### src/rtl/interrupt_controller.sv
// Interrupt controller: edge-latched pending bits, maskable, traps user code only.
// Optional INTERRUPT_COUNTER_EN adds a saturating 16-bit interrupt_count output.
module interrupt_controller #(
  parameter int unsigned          NUM_SOURCES   = 4,
  parameter int unsigned          PC_WIDTH      = 16,
  parameter logic [PC_WIDTH-1:0]  VECTOR_BASE   = PC_WIDTH'('h0040),
  parameter int unsigned          VECTOR_STRIDE = 4,
  localparam int unsigned         CAUSE_WIDTH   = (NUM_SOURCES > 1) ? $clog2(NUM_SOURCES) : 1
) (
  input  logic                   clock,
  input  logic                   reset,
  input  logic [NUM_SOURCES-1:0] irq_lines,
  input  logic                   is_Bios,
  input  logic                   is_kernel,
  input  logic                   mask_write,
  input  logic [NUM_SOURCES-1:0] mask_data,
  input  logic                   instruction_done,
  input  logic [PC_WIDTH-1:0]    current_pc,
  input  logic                   interrupt_return,
  output logic                   take_interrupt,
  output logic [PC_WIDTH-1:0]    handler_address,
  output logic [PC_WIDTH-1:0]    return_address,
  output logic [CAUSE_WIDTH-1:0] interrupt_cause,
  output logic                   in_service,
  output logic [NUM_SOURCES-1:0] pending
`ifdef INTERRUPT_COUNTER_EN
  ,
  output logic [15:0]            interrupt_count
`endif
);

  typedef enum logic [1:0] {
    IDLE    = 2'd0,
    ARMED   = 2'd1,
    SERVICE = 2'd2
  } state_t;

  state_t                 state_q, state_d;
  logic [NUM_SOURCES-1:0] prev_lines_q, prev_lines_d;
  logic [NUM_SOURCES-1:0] pending_q, pending_d;
  logic [NUM_SOURCES-1:0] mask_q, mask_d;
  logic                   take_q, take_d;
  logic [PC_WIDTH-1:0]    handler_q, handler_d;
  logic [PC_WIDTH-1:0]    return_q, return_d;
  logic [CAUSE_WIDTH-1:0] cause_q, cause_d;

  logic [NUM_SOURCES-1:0] rise;
  logic [NUM_SOURCES-1:0] eligible;
  logic [NUM_SOURCES-1:0] clear;
  logic                   user;
  logic                   sel_found;
  logic [CAUSE_WIDTH-1:0] sel_cause;

  // Lowest-index eligible source wins.
  always_comb begin
    rise      = irq_lines & ~prev_lines_q;
    eligible  = pending_q & mask_q;
    user      = !is_Bios && !is_kernel;
    sel_found = 1'b0;
    sel_cause = '0;
    for (int unsigned i = 0; i < NUM_SOURCES; i++) begin
      if (eligible[i] && !sel_found) begin
        sel_found = 1'b1;
        sel_cause = CAUSE_WIDTH'(i);
      end
    end
  end

  always_comb begin
    state_d   = state_q;
    take_d    = 1'b0;
    handler_d = handler_q;
    return_d  = return_q;
    cause_d   = cause_q;
    clear     = '0;
    case (state_q)
      IDLE: begin
        if ((eligible != '0) && user) state_d = ARMED;
      end
      ARMED: begin
        if ((eligible == '0) || !user) begin
          state_d = IDLE;
        end else if (instruction_done) begin
          state_d   = SERVICE;
          take_d    = 1'b1;
          cause_d   = sel_cause;
          clear     = NUM_SOURCES'(1) << sel_cause;
          return_d  = current_pc;
          handler_d = VECTOR_BASE + PC_WIDTH'(sel_cause) * PC_WIDTH'(VECTOR_STRIDE);
        end
      end
      SERVICE: begin
        if (interrupt_return) state_d = IDLE;
      end
      default: state_d = IDLE;
    endcase
  end

  // A new edge on the bit being taken keeps it pending (set wins).
  always_comb begin
    pending_d    = (pending_q & ~clear) | rise;
    prev_lines_d = irq_lines;
    mask_d       = mask_write ? mask_data : mask_q;
  end

  always_ff @(posedge clock or posedge reset) begin
    if (reset) begin
      state_q      <= IDLE;
      prev_lines_q <= '0;
      pending_q    <= '0;
      mask_q       <= '1;
      take_q       <= 1'b0;
      handler_q    <= '0;
      return_q     <= '0;
      cause_q      <= '0;
    end else begin
      state_q      <= state_d;
      prev_lines_q <= prev_lines_d;
      pending_q    <= pending_d;
      mask_q       <= mask_d;
      take_q       <= take_d;
      handler_q    <= handler_d;
      return_q     <= return_d;
      cause_q      <= cause_d;
    end
  end

  assign take_interrupt  = take_q;
  assign handler_address = handler_q;
  assign return_address  = return_q;
  assign interrupt_cause = cause_q;
  assign in_service      = (state_q == SERVICE);
  assign pending         = pending_q;

`ifdef INTERRUPT_COUNTER_EN
  logic [15:0] count_q, count_d;

  // Counts at the edge that raises take_interrupt, so it tracks the pulse.
  always_comb begin
    count_d = count_q;
    if (take_d && (count_q != '1)) count_d = count_q + 16'd1;
  end

  always_ff @(posedge clock or posedge reset) begin
    if (reset) count_q <= '0;
    else       count_q <= count_d;
  end

  assign interrupt_count = count_q;
`endif

endmodule
### config.mk
export PLATFORM = sky130hd
export DESIGN_NAME = interrupt_controller
export DESIGN_NICKNAME = d
export VERILOG_FILES = /design/src/rtl/interrupt_controller.sv
export SDC_FILE = /design/constraint.sdc
export NUM_CORES = 1
export LEC_CHECK = 0
export CAP_MARGIN = 20
export CORE_MARGIN = 1.5
export CORE_UTILIZATION = 40
export DETAILED_ROUTE_END_ITERATION = 10
export PLACE_DENSITY = 0.79
export SYNTH_ARGS = -nofsm -noshare
export SYNTH_HDL_FRONTEND = slang
export SYNTH_SLANG_ARGS = --single-unit
### constraint.sdc
create_clock -name clock -period 1.9 [get_ports clock]
set_input_delay 0.57 -clock clock [delete_from_list [all_inputs] [get_ports clock]]
set_output_delay 0.57 -clock clock [all_outputs]
set_load 0.05 [all_outputs]
# Word level (Yosys, flattened, before mapping)
# Index checks and enable logic that the tools add are counted.
# totals
inputBits,31
out_inout_bits,40
regBits,49
# op_classes
shifts,1
reduce_logical,17
n_eq_ne,5
n_mux,17
n_addsub,1
bitwise_logic,7
# op_table
operator,n
$and A4 B4 Y4,3
$mux W2,6
$mux W4,3
$add A7 B4 Y8 const A,1
$not A4 Y4,2
$mux W1,7
$logic_not A1 Y1,6
$pmux W2 S3,1
$reduce_and A3 Y1,2
$logic_and A1 B1 Y1,5
$logic_not A4 Y1,1
$ne A2 B2 Y1 const B,2
$or A4 B4 Y4,1
$reduce_bool A4 Y1,1
$shl A1 B2 Y4 const A,1
$ne A3 B3 Y1 const B,1
$eq A2 B1 Y1 const B,1
$eq A2 B2 Y1 const B,1
$logic_not A2 Y1,1
$logic_or A1 B1 Y1,1
$not A1 Y1,1

# Depth between registers and ports, before layout
# Gate-level depths: netlist (run 1).
# logic_depth
word_depth,18
mapped_depth,4

# Worst setup path after synthesis (run 1)
# Ideal clock, no wire load.
# synth_path
path_kind,register to register
startpoint,"register pending_q[2], in the netlist pending[2]"
endpoint,"register return_q[0], in the netlist return_address[0]"
path_buffers,1
required_time_ps,1775
setup_slack_ps,68
period_less_slack_ps,1832
stages_incl_launch_ff,5
arrival_ps,1707
setup_time_ps,125
path_cell_list,dfrtp_1 a22oi_1 a211oi_4 buf_6 mux2_4
# synth_between
elab_chain_cells,5
# synth_lines
item,line_no,text
"start, declared",40,"logic [NUM_SOURCES-1:0] pending_q, pending_d;"
"start signal, assigned",119,pending_q <= pending_d;
$and A4 B4 Y4,57,eligible = pending_q & mask_q;
$logic_not A4 Y1,81,if ((eligible == '0) || !user) begin
$logic_or A1 B1 Y1,81,
$not A1 Y1 (no line),--,
$reduce_and A3 Y1 (no line),--,
"end signal, assigned",123,return_q <= return_d;
"end, declared",44,"logic [PC_WIDTH-1:0] return_q, return_d;"
# Every way passes these cells.
# A chain may end at the register's enable or synchronous reset.

# Final worst setup path (run 1)
# layout_path
startpoint,input port is_kernel
endpoint,"register return_q[10], in the netlist return_address[10]"
# layout_between
elab_chain_cells,6
# layout_lines
item,line_no,text
"start, declared",14,"input logic is_kernel,"
$logic_not A1 Y1,58,user = !is_Bios && !is_kernel;
$logic_and A1 B1 Y1,58,
$logic_not A1 Y1,81,
$logic_or A1 B1 Y1,81,
$not A1 Y1 (no line),--,
$reduce_and A3 Y1 (no line),--,
# Every way passes these cells.

==> results summary, run 1 <==
The clock latency reported for the late side of the worst-skew pair came out at ~0.28 ns. Based on the critical path, the design can be clocked at up to ~540 MHz. VDD sags by at most a little over 0.6 mV. Compared with the post-synthesis result, the final layout area differs by 51.5%. The number of global-route vias before repair came out at ~1000. The startpoint of the lowest-slack hold path is handler_address[6]. The number of synthesized register bits is 34. The total wirelength of the detailed-routed design is roughly 3 mm. The total grt overflow came out at 0. The part of the cycle the worst path needs is a little over nine tenths. Ranked by total cell area, the synthesized netlist is headed by sky130_fd_sc_hd__dfrtp_1 51%, sky130_fd_sc_hd__mux2_4 10%, sky130_fd_sc_hd__buf_4 7.6%. The critical-path maximum fanout came out at 5.

The total count of max-transition violations in the final report is 0. In the routed design, unresolved DRC markers number 0. The path category of the worst min-delay check is reg2reg. The core area is between 3000 and 4000 µm².

The initial antenna violation count came out at 0. The post-placement setup slack came out at -0.366 ns. The die boundary width came out at around 64 µm. The fraction of layout instances using a drive strength above 1 came out at a little over two fifths.

The library cell used most frequently in the layout, excluding fill and tap cells, is sky130_fd_sc_hd__dfrtp_1. Of all cell types, the one taking the most synthesized area is sky130_fd_sc_hd__dfrtp_1. The synthesis warning total is 0.

The total negative slack is 0 ns. The critical path is of the in2reg type. The leakage power of the design came out at 1.06 nW. The data required time at the worst endpoint came out at approximately 2.1 ns. The die area came out at around 4100 µm².

The number of nets in the finished design is approximately 200. Global routing consumed, over all layers together, 16.2% of the routing resources. The share of the Yosys chip area taken by registers is 57.8%. The number of cell rows is 21.

The initial standard-cell utilization of the core is 43.0%. The worst setup path is launched from an input pin. The first-pass GRT wire length is 4.93 mm. The routed wirelength normalized by instance count came out at ~14 µm. Entering global routing, the biggest net connects 35 pins. In the routed layout, each cell is associated on average with a via count of approximately 4.6.

The synthesized instance count came out at 104. The flow ran to the end, and the final reports show no timing, DRC or antenna violations. The total of buffers placed on input and output ports is 57. Setup repair after global routing could not meet its margin everywhere.

The vertical die dimension came out at around 64 µm. The clock period minus final worst setup slack came out at 1.84 ns. The count of vias placed by the detailed router came out at 1015. The cell area after technology mapping is between 1000 and 1500 µm².

The slack of the worst reg-to-reg path is between 0.05 and 0.06 ns. The worst-case clock skew is 0.00237 ns. The final HPWL from detailed placement came out at about 2.2 mm. The final estimated routing congestion in global placement came out at ~0.82. In this run the critical register-to-register path is launched from state_q[1]. The number of placed I/O pins is 71. The share of the synthesized area in the top cell type came out at between 50% and 60%. Each instance of the synthesized netlist takes up on average about 14 µm².

The worst setup path is captured at a register. TritonCTS built the clock tree. Power spread over the standard cell area amounts to approximately 1200 nW/µm². The setup slack after layout is roughly 0.058 ns. The clock edge transition at the registers on the reported setup and hold paths is 0.06 ns. The number of clock sinks came out at 34. Counting the buffers created by CTS gives 5. The top cell types in the final layout, fill and taps aside, are 30 x sky130_fd_sc_hd__dfrtp_1, 29 x sky130_fd_sc_hd__buf_4, 28 x sky130_fd_sc_hd__clkdlybuf4s50_1. Tracing the worst setup path back leads to its startpoint at is_kernel.

The max-capacitance violation count is 0. The number of nets with antenna violations after detailed routing is 0. The cell at the root of the clock tree is sky130_fd_sc_hd__clkbuf_8.

The first TritonRoute pass finished after 4 iterations. The number of endpoints failing setup at the final stage is 0. The number of distinct library cells after synthesis came out at 26. STA puts the critical path data arrival time at approximately 2 ns.

No sink is reached through more buffers than the 2 on the longest clock path. The iteration-0 DRC count of the detailed router came out at 17. The total number of H-tree levels came out at 2. The number of diodes added for antenna fixing is 0. The number of hold-slack violations in the final timing report is 0.
-- state kept, by name, indices dropped and copies added, names as in the netlist --
register,cells
pending,4
interrupt_cause,1
handler_address,2
take_interrupt,1
prev_lines_q,4
mask_q,4
state_q,2
return_address,16
-- per-layer routing --
layer	track usage [%]	up-vias	part of all wire, %
met5	0	-	0
met4	8.15	0	1.8
met3	6.34	5	8.5
met2	25.4	49	50
met1	19.3	489	40
li1	-	472	-
-- worst paths after layout --
| path | to | cells after the start |
|---|---|---|
| min in group asynchronous | handler_address[6] | 3 |
| worst min register to register | handler_address[6] | 1 |
| worst max-delay path | return_address[10] | 7 |
| worst min-delay path | handler_address[6] | 1 |
| max in group asynchronous | mask_q[0] | 3 |
| worst max register to register | return_address[10] | 6 |
-- stage by stage --
stage / hold slack (ns) / total power, mW / area, µm² / cells / util (%)
2_1_floorplan: 0.532 / 1.74 / 1530 / 116 / -
3_3_place_gp: 0.456 / 2.05 / 2040 / 207 / 59.3
3_5_place_dp: 0.472 / 2.07 / 2040 / 207 / 59.3
4_1_cts: 0.486 / 2.71 / 2240 / 219 / 65.2
5_1_grt: 0.505 / 2.80 / 2240 / 219 / 65.2
6_report: 0.484 / 2.70 / 2240 / 219 / 65.2
-- cell usage after synthesis --
library cell and instances:
sky130_fd_sc_hd__conb_1 1, sky130_fd_sc_hd__o32a_1 2, sky130_fd_sc_hd__inv_1 6, sky130_fd_sc_hd__a32oi_1 1
sky130_fd_sc_hd__buf_6 2, sky130_fd_sc_hd__nand3_1 1, sky130_fd_sc_hd__a211oi_4 1, sky130_fd_sc_hd__a211oi_1 1
sky130_fd_sc_hd__mux2_1 6, sky130_fd_sc_hd__nor3_1 2, sky130_fd_sc_hd__nand4_1 3, sky130_fd_sc_hd__nand2_1 3
sky130_fd_sc_hd__a22oi_1 1, sky130_fd_sc_hd__mux2_2 4, sky130_fd_sc_hd__or3_4 1, sky130_fd_sc_hd__a21o_1 1
sky130_fd_sc_hd__a22oi_2 1, sky130_fd_sc_hd__mux2_4 10, sky130_fd_sc_hd__buf_4 15, sky130_fd_sc_hd__a22o_1 4
sky130_fd_sc_hd__a21boi_0 1, sky130_fd_sc_hd__or2_1 1, sky130_fd_sc_hd__nor2b_1 1, sky130_fd_sc_hd__and2_1 1
sky130_fd_sc_hd__dfstp_2 4, sky130_fd_sc_hd__dfrtp_1 30
-- critical path, cell delays in order --
cell	delay, ns
sky130_fd_sc_hd__clkdlybuf4s15_1	0.18
sky130_fd_sc_hd__or3_4	0.35
sky130_fd_sc_hd__a211oi_4	0.26
sky130_fd_sc_hd__buf_6	0.14
sky130_fd_sc_hd__buf_12	0.10
sky130_fd_sc_hd__buf_16	0.11
sky130_fd_sc_hd__mux2_4	0.30
-- logic make-up (layout without fill, tap and decap cells) --
family,Yosys count,after routing,synth area share (%)
AOI/OAI and AO/OA,13,13,8.53
buffers and inverters,23,80,10.6
DFF,34,34,57.8
muxes,20,20,17.7
other,1,13,0.253
and+or+nand+nor,13,13,5.07
-- power breakdown --
part,switching (mW),leakage [nW],internal [mW],total [mW]
Clock,0.241,0.0575,0.365,0.606
Combinational,0.719,0.603,0.407,1.13
Sequential,0.0927,0.403,0.871,0.964
-- final cells by class --
type                       count  area [µm²]
clock buffer                   8         110
fill                         274        1200
inverter                       6        22.5
multi-input combinational     59         534
sequential                    34         856
tap                           46        57.6
timing repair buffer          66         664
-- repair_timing --
item / in CTS / in global routing
hold buffers: 0 / 0
hold endpoints to repair: 0 / 0
endpoints found under the setup margin: 16 / 15
pin swaps: 0 / 2
gates cloned: 2 / 0
buffers inserted: 2 / 1
resized for setup: 7 / 6
No activity file was read; power rests on OpenSTA's default activity.
==> inputs of run 2 (changes only) <==
--- a/config.mk
+++ b/config.mk
@@ -10,6 +10,7 @@
 export CORE_UTILIZATION = 40
 export DETAILED_ROUTE_END_ITERATION = 10
 export PLACE_DENSITY = 0.79
+export SLEW_MARGIN = 20
 export SYNTH_ARGS = -nofsm -noshare
 export SYNTH_HDL_FRONTEND = slang
 export SYNTH_SLANG_ARGS = --single-unit
==> results of run 2 <==
No change in the layout: final DEF, timing and power equal those of run 1.
